**config.mk**
```make
export PLATFORM = sky130hd
export DESIGN_NAME = vpad_event_agg
export DESIGN_NICKNAME = d
export VERILOG_FILES = /design/src/rtl/vpad_event_agg_pkg.sv /design/src/rtl/vpad_event_agg_fifo.sv /design/src/rtl/vpad_event_agg.sv
export SDC_FILE = /design/constraint.sdc
export NUM_CORES = 1
export LEC_CHECK = 0
export ABC_AREA = 1
export CORE_ASPECT_RATIO = 1.5
export CORE_MARGIN = 8
export CORE_UTILIZATION = 30
export DETAILED_ROUTE_END_ITERATION = 10
export DONT_BUFFER_PORTS = 1
export PLACE_DENSITY = 0.49
export SETUP_SLACK_MARGIN = 0.15
export SYNTH_ARGS = -nofsm -noshare
export SYNTH_HDL_FRONTEND = slang
export SYNTH_SLANG_ARGS = --single-unit
```
**constraint.sdc**
```tcl
create_clock -name clock -period 27.4 [get_ports clock]
set_input_delay 6.85 -clock clock [delete_from_list [all_inputs] [get_ports clock]]
set_output_delay 6.85 -clock clock [all_outputs]
set_load 0.05 [all_outputs]
```
**src/rtl/vpad_event_agg_pkg.sv**
```systemverilog
// Shared sizing helpers and event-field constants for the virtual pad event aggregator.
// Latency: none (compile-time definitions only).
// Backpressure: not applicable.
//
// Contents: TOTAL / IDXW / count-width helpers, DIR_PRESS / DIR_RELEASE encodings,
// event field offsets ({dir, index}) and the saturation limit of the drop counter.
package vpad_event_agg_pkg;

  localparam logic        DIR_PRESS   = 1'b1;
  localparam logic        DIR_RELEASE = 1'b0;
  localparam int          EVT_IDX_LSB = 0;
  localparam logic [15:0] DROPPED_MAX = 16'hFFFF;

  function automatic int calc_total(input int num_boards, input int pad_width);
    return num_boards * pad_width;
  endfunction

  // A single-button build still needs a 1-bit index field.
  function automatic int calc_idxw(input int total);
    return (total > 1) ? $clog2(total) : 1;
  endfunction

  // Direction bit sits directly above the index field.
  function automatic int evt_dir_pos(input int idxw);
    return idxw;
  endfunction

  function automatic int calc_cntw(input int depth);
    return $clog2(depth + 1);
  endfunction

endpackage

```
**src/rtl/vpad_event_agg_fifo.sv**
```systemverilog
// vpad_evt_fifo: small event queue with head read straight from the storage flops.
// Latency: a push is visible at the head one edge later when the queue was empty.
// Backpressure: push ignored when full unless a pop happens in the same cycle; pop on empty ignored.
//
// Ports:
//   clock, reset        clock and asynchronous active-high reset
//   push, push_data     enqueue request and payload
//   full                no free entry this cycle
//   pop                 dequeue request (acts only when valid)
//   valid, head         head entry present / head payload (zero when empty)
//   count               entries currently held
module vpad_evt_fifo #(
  parameter int DEPTH = 8,
  parameter int WIDTH = 5
) (
  input  logic                       clock,
  input  logic                       reset,
  input  logic                       push,
  input  logic [WIDTH-1:0]           push_data,
  output logic                       full,
  input  logic                       pop,
  output logic                       valid,
  output logic [WIDTH-1:0]           head,
  output logic [$clog2(DEPTH+1)-1:0] count
);

  localparam int PTRW = $clog2(DEPTH);
  localparam int CNTW = $clog2(DEPTH + 1);

  logic [WIDTH-1:0] mem [DEPTH];
  logic [PTRW-1:0]  wr_ptr;
  logic [PTRW-1:0]  rd_ptr;
  logic [CNTW-1:0]  cnt;
  logic             do_push;
  logic             do_pop;

  always_comb begin
    full    = (cnt == CNTW'(DEPTH));
    valid   = (cnt != '0);
    do_pop  = pop && valid;
    // A pop in the same cycle frees the slot, so a full queue can still accept.
    do_push = push && (!full || do_pop);
    head    = valid ? mem[rd_ptr] : '0;
    count   = cnt;
  end

  always_ff @(posedge clock or posedge reset) begin
    if (reset) begin
      wr_ptr <= '0;
      rd_ptr <= '0;
      cnt    <= '0;
    end else begin
      if (do_push) wr_ptr <= wr_ptr + 1'b1;
      if (do_pop)  rd_ptr <= rd_ptr + 1'b1;
      if (do_push && !do_pop)      cnt <= cnt + 1'b1;
      else if (!do_push && do_pop) cnt <= cnt - 1'b1;
    end
  end

  // Storage needs no reset: nothing reads an entry before it is written.
  always_ff @(posedge clock) begin
    if (do_push) mem[wr_ptr] <= push_data;
  end

endmodule

```
**src/rtl/vpad_event_agg.sv**
```systemverilog
// vpad_event_agg: merges NUM_BOARDS pad banks into one debounced vector and queues press/release events.
// Latency: pad_in -> val 2+DB_CYCLES edges; pad_in -> evt_valid 3+DB_CYCLES edges from an empty queue.
// Backpressure: evt_valid/evt_ready; a full queue parks edges in pending masks, only a repeat edge drops.
//
// Ports:
//   clock, reset   system clock, asynchronous active-high reset
//   pad_in         raw asynchronous pad levels {board N-1 .. board 0}
//   val            debounced pad levels
//   evt_valid/evt_ready/evt_data   event stream, evt_data = {dir, index}, dir 1 = press
//   evt_count      entries queued
//   dropped        saturating count of lost edges
// Build option: VPAD_EVENT_AGG_RELEASE_EN enables release events (default build: presses only).
module vpad_event_agg
  import vpad_event_agg_pkg::*;
#(
  parameter int NUM_BOARDS = 4,
  parameter int PAD_WIDTH  = 4,
  parameter int DB_CYCLES  = 1000,
  parameter int FIFO_DEPTH = 8,
  localparam int TOTAL = calc_total(NUM_BOARDS, PAD_WIDTH),
  localparam int IDXW  = calc_idxw(TOTAL),
  localparam int EVTW  = IDXW + 1,
  localparam int CNTW  = calc_cntw(FIFO_DEPTH)
) (
  input  logic             clock,
  input  logic             reset,
  input  logic [TOTAL-1:0] pad_in,
  output logic [TOTAL-1:0] val,
  output logic             evt_valid,
  input  logic             evt_ready,
  output logic [EVTW-1:0]  evt_data,
  output logic [CNTW-1:0]  evt_count,
  output logic [15:0]      dropped
);

  localparam int DIR_POS = evt_dir_pos(IDXW);

  logic [TOTAL-1:0] s1;
  logic [TOTAL-1:0] s2;
  logic [TOTAL-1:0] val_nxt;
  logic [TOTAL-1:0] rise;
  logic [TOTAL-1:0] press_pend;
  logic [TOTAL-1:0] press_nxt;
  logic [TOTAL-1:0] press_clr;
  logic [TOTAL-1:0] pick_onehot;
  logic [IDXW-1:0]  pick_idx;
  logic             sel_press;
  logic             any_pend;
  logic             pop;
  logic             push;
  logic             fifo_full;
  logic [EVTW-1:0]  push_data;
  logic [16:0]      n_drop;
  logic [16:0]      drop_sum;
  logic [15:0]      dropped_nxt;
`ifdef VPAD_EVENT_AGG_RELEASE_EN
  logic [TOTAL-1:0] fall;
  logic [TOTAL-1:0] rel_pend;
  logic [TOTAL-1:0] rel_nxt;
  logic [TOTAL-1:0] rel_clr;
`endif

  function automatic logic [IDXW-1:0] lowest_idx(input logic [TOTAL-1:0] m);
    lowest_idx = '0;
    for (int i = TOTAL - 1; i >= 0; i--) begin
      if (m[i]) lowest_idx = IDXW'(i);
    end
  endfunction

  // Two-flop synchroniser; pad_in is asynchronous to clock.
  always_ff @(posedge clock or posedge reset) begin
    if (reset) begin
      s1 <= '0;
      s2 <= '0;
    end else begin
      s1 <= pad_in;
      s2 <= s1;
    end
  end

  generate
    if (DB_CYCLES == 0) begin : g_bypass
      assign val_nxt = s2;
    end else begin : g_db
      localparam int DBW = (DB_CYCLES > 1) ? $clog2(DB_CYCLES) : 1;
      logic [DBW-1:0]   cnt [TOTAL];
      logic [TOTAL-1:0] hit;

      // hit: this is the DB_CYCLES-th consecutive edge on which s2 differs from val.
      always_comb begin
        hit = '0;
        for (int i = 0; i < TOTAL; i++) begin
          hit[i] = (s2[i] != val[i]) && (cnt[i] == DBW'(DB_CYCLES - 1));
        end
      end

      // hit implies s2 != val, so flipping the bit is the same as taking s2.
      assign val_nxt = val ^ hit;

      always_ff @(posedge clock or posedge reset) begin
        if (reset) begin
          for (int i = 0; i < TOTAL; i++) cnt[i] <= '0;
        end else begin
          for (int i = 0; i < TOTAL; i++) begin
            if ((s2[i] == val[i]) || hit[i]) cnt[i] <= '0;
            else                             cnt[i] <= cnt[i] + 1'b1;
          end
        end
      end
    end
  endgenerate

  // Edge capture and single-event-per-cycle scheduler: presses outrank releases,
  // lowest index first. A set landing on a bit that is being scheduled this same
  // cycle keeps the bit pending, so the new edge is not lost.
  always_comb begin
    pop         = evt_valid && evt_ready;
    rise        = val_nxt & ~val;
    sel_press   = |press_pend;
    any_pend    = sel_press;
    pick_idx    = lowest_idx(press_pend);
    press_clr   = '0;
    n_drop      = '0;
`ifdef VPAD_EVENT_AGG_RELEASE_EN
    fall        = val & ~val_nxt;
    rel_clr     = '0;
    if (!sel_press) begin
      any_pend  = |rel_pend;
      pick_idx  = lowest_idx(rel_pend);
    end
`endif
    push        = any_pend && (!fifo_full || pop);
    pick_onehot = '0;
    pick_onehot[pick_idx] = 1'b1;
    if (push && sel_press) press_clr = pick_onehot;
`ifdef VPAD_EVENT_AGG_RELEASE_EN
    if (push && !sel_press) rel_clr = pick_onehot;
    n_drop      = 17'($countones(rise & press_pend & ~press_clr))
                + 17'($countones(fall & rel_pend & ~rel_clr));
    rel_nxt     = (rel_pend & ~rel_clr) | fall;
`endif
    // Without release events a repeat press on a still-pending bit is
    // indistinguishable to the consumer, so it merges instead of dropping.
    press_nxt   = (press_pend & ~press_clr) | rise;
    push_data   = '0;
    push_data[DIR_POS] = sel_press ? DIR_PRESS : DIR_RELEASE;
    push_data[DIR_POS-1:EVT_IDX_LSB] = pick_idx;
    drop_sum    = {1'b0, dropped} + n_drop;
    dropped_nxt = drop_sum[16] ? DROPPED_MAX : drop_sum[15:0];
  end

  always_ff @(posedge clock or posedge reset) begin
    if (reset) begin
      val        <= '0;
      press_pend <= '0;
      dropped    <= '0;
    end else begin
      val        <= val_nxt;
      press_pend <= press_nxt;
      dropped    <= dropped_nxt;
    end
  end

`ifdef VPAD_EVENT_AGG_RELEASE_EN
  always_ff @(posedge clock or posedge reset) begin
    if (reset) rel_pend <= '0;
    else       rel_pend <= rel_nxt;
  end
`endif

  vpad_evt_fifo #(
    .DEPTH (FIFO_DEPTH),
    .WIDTH (EVTW)
  ) u_fifo (
    .clock     (clock),
    .reset     (reset),
    .push      (push),
    .push_data (push_data),
    .full      (fifo_full),
    .pop       (evt_ready),
    .valid     (evt_valid),
    .head      (evt_data),
    .count     (evt_count)
  );

endmodule
```
==> flow_summary.yaml <==
timing:
  slew_headroom_pct: 19.22
  fin_crit_sh_pct: 35.68
  fin_hold_ws_ns: 0.3459
  hold_viol: 0
  layout_setup_ws_ns: 17.62
  rsz0062_at_grt: "no"
  setup_viol: 0
  slew_violations: 0
  finalCriticalPeriod_ns: 9.777
  setup_tns_ns: 0
  fin_skew_ns: 0.009809
  max_freq_ghz: 0.1023
  tightest_slew_ns: 1.206
clock_network:
  cts.hold.buffers_added: 0
  cts_buffers: 29
  cts_setup_buffers: 0
  clkSinkCount: 274
  cts_tree: "done"
  cts_buffer_depth: 3
  clkTransAtPathRegs_ns: 0.06
  clk_latency_ns: 0.55
  cts_resized: 0
  htreeDepth: 1
  clockRootBuffer: "clkbuf_16"
global_routing:
  grt_usage_pct: 10.08
  antenna_found_initial: 0
  grt_start_max_net_pins: 97
  grt.overflow.total: 0
  use_met3_pct: 1.978
  grt_pass1_vias: 8532
  top_usage_layer: "met2"
  grt_util_met1_pct: 10.97
  grt_util_met2_pct: 19.01
  grt_pass1_wl_um: 40410
worst_setup_path:
  ff2ff_setup_slack_ns: 24.30
  start_kind: "flip-flop"
  setup.worst_path.end_class: "primary output"
  crit_slowest_cell: "a31oi_1"
  crit_arrival_ns: 2.93
  path_cells: "inv_1 > o21ai_0 > o22ai_1 > o21ai_0 > a31oi_1"
  critical-path-top-delay-family: "compound AO/OA/AOI/OAI gates"
  cp.depth: 5
  worstSetupPathType: "reg2out"
  max_stage_delay_ns: 0.88
  reg2reg_depth: 15
  regToRegEndpoint: "u_fifo.count[3]"
  path_buf_inv: 1
  crit_top_cell: "o21ai_0"
  critPathMaxFanout: 22
  crit_start: "u_fifo.rd_ptr[0]"
  critical_path_required_ns: 20.55
  r2r-start: "u_fifo.count[1]"
  setup.worst_path.end: "evt_data[3]"
floorplanning:
  start_util_pct: 30.31
  io_pins: 61
  rows: 90
  core_area_um2: 40200
  die_area_um2: 47460
  die_w_um: 180.6
  die_h_um: 262.8
finish:
  final_util_pct: 34.08
  drive_gt1_share_pct: 5.921
  multi_input_area_um2: 4327
  nets: 1387
  final_cells: 1874
  num_antenna_cells: 0
  fin_area_um2: 13700
  areaGrowthSynthToFinish_pct: 12.44
  regArea_um2: 7057
  fillCellCount: 4084
placed_design:
  dp_hpwl_um: 17180
  place_area_um2: 12760
  place_congestion: 0.7864
  port_buffers: 0
  dp_slack_ns: 18.19
  placed_cells: 1821
yosys:
  synthDistinctLibCells: 44
  syn-cell-area_um2: 12190
  synth_seq_cells: 274
  synthTopCellsByArea: "dfrtp_1 48%, edfxtp_1 9.9%, nor2_1 6.6%, nand2_1 6.3%, inv_1 5.6%"
  postSynthAreaPerCell_um2: 9.224
  synthCells: 1321
  synth_top_area_share_pct: 48.05
  yosys_warnings: 0
  synth_edf_count: 40
  async_reset_ff_share_pct: 85.40
  synthFlopType: "dfrtp_1"
  ys_seq_area_share_pct: 57.91
  synth_top_cell_by_area: "dfrtp_1"
detailed_routing:
  post_drt_via_cell_ratio: 4.511
  drtPass1Iterations: 4
  drt_iter0_drc: 419
  drc: 0
  routed_wl_um: 23860
  drtAntennaViolNets: 0
  vias: 8453
  wl_per_cell_um: 12.73
job:
  cap_viol_max_count: 0
pwr:
  total_power_mw: 1.316
  vdd_drop_max_v: 0.00004941
  leakagePower_nw: 6.008
  power.density_nw_per_um2: 96.04
hold_path:
  hp-class: "reg2reg"
  min_from: "s1[7]"
status:
  status: "complete, no violations"
## per-layer routing
metal | share of wire, % | wire length (um)
met5 | 0 | 0
met2 | 52 | 12420
met1 | 41 | 9813
met3 | 4.3 | 1017
met4 | 2.5 | 608
## power by group
group	switching [mW]	internal (mW)	leakage, nW
Combinational	0.268	0.102	2.04
Clock	0.160	0.231	0.471
Sequential	0.0439	0.511	3.49
## worst register-to-register path, stage by stage (launching register included)
cell,delay [ns]
dfrtp_1,0.61
nor3_2,0.39
nand2_4,0.23
nand2_4,0.15
nand3_1,0.15
nand2_1,0.17
inv_2,0.07
ha_1,0.21
inv_1,0.12
ha_1,0.24
a21o_1,0.17
a21oi_1,0.16
nor2_1,0.06
nor2_1,0.08
nand2_1,0.07
xor2_1,0.14
## layout make-up
class / count / share of cell area [%]
clock buffer: 39 / 5.789
clock inverter: 14 / 1.105
inverter: 188 / 5.214
multi-input combinational: 850 / 31.58
sequential: 274 / 51.50
tap: 506 / 4.621
timing repair buffer: 3 / 0.1918
## kinds of logic after synthesis
logic type | after synthesis | share of synthesized area [%]
compound gates | 149 | 6.838
xor+xnor | 22 | 1.581
fa+ha+maj | 22 | 2.321
buf+inv | 212 | 7.044
flops | 274 | 57.91
mux | 1 | 0.09241
other cells | 1 | 0.03077
simple gates | 640 | 24.18
## flip-flops by register name, summed over array words and instances, names as in the netlist
register and flops:
g_db.cnt 160, u_fifo.mem 40, press_pend 16, s1 16, s2 16, val 16, u_fifo.count 4, u_fifo.rd_ptr 3
u_fifo.wr_ptr 3
## worst min path at each step
stage / to / slack (ns) / depth (start not counted)
6_report: s2[7] / 0.35 / 0
5_1_grt: s2[8] / 0.35 / 0
4_1_cts: s2[14] / 0.35 / 0
3_5_place_dp: s2[14] / 0.33 / 0
3_3_place_gp: s2[4] / 0.33 / 0
2_1_floorplan: s2[0] / 0.33 / 0
## synthesized netlist by cell type, types with 16 or more instances
master	instances
nand4_1	18
a21oi_1	52
buf_4	16
nand3_1	49
inv_1	183
edfxtp_1	40
nor2_1	213
nor3_1	72
nor3b_1	53
nand2_1	203
ha_1	21
dfrtp_1	234
o21ai_0	56
## cells in the final DEF (no fill, tap or decap), types with 7 or more instances in the layout
cell type / count
clkinv_2: 9
edfxtp_1: 40
nor3_1: 72
conb_1: 16
xnor2_1: 7
clkbuf_1: 7
dfrtp_1: 234
o21ai_1: 9
clkbuf_16: 29
a21oi_1: 52
xor2_1: 15
nand3_1: 49
inv_1: 182
nor3b_1: 53
nand4_1: 18
nand2_1: 203
nor4_1: 12
o21ai_0: 56
nor2_1: 213
ha_1: 21
(Power assumes the default switching activity.)
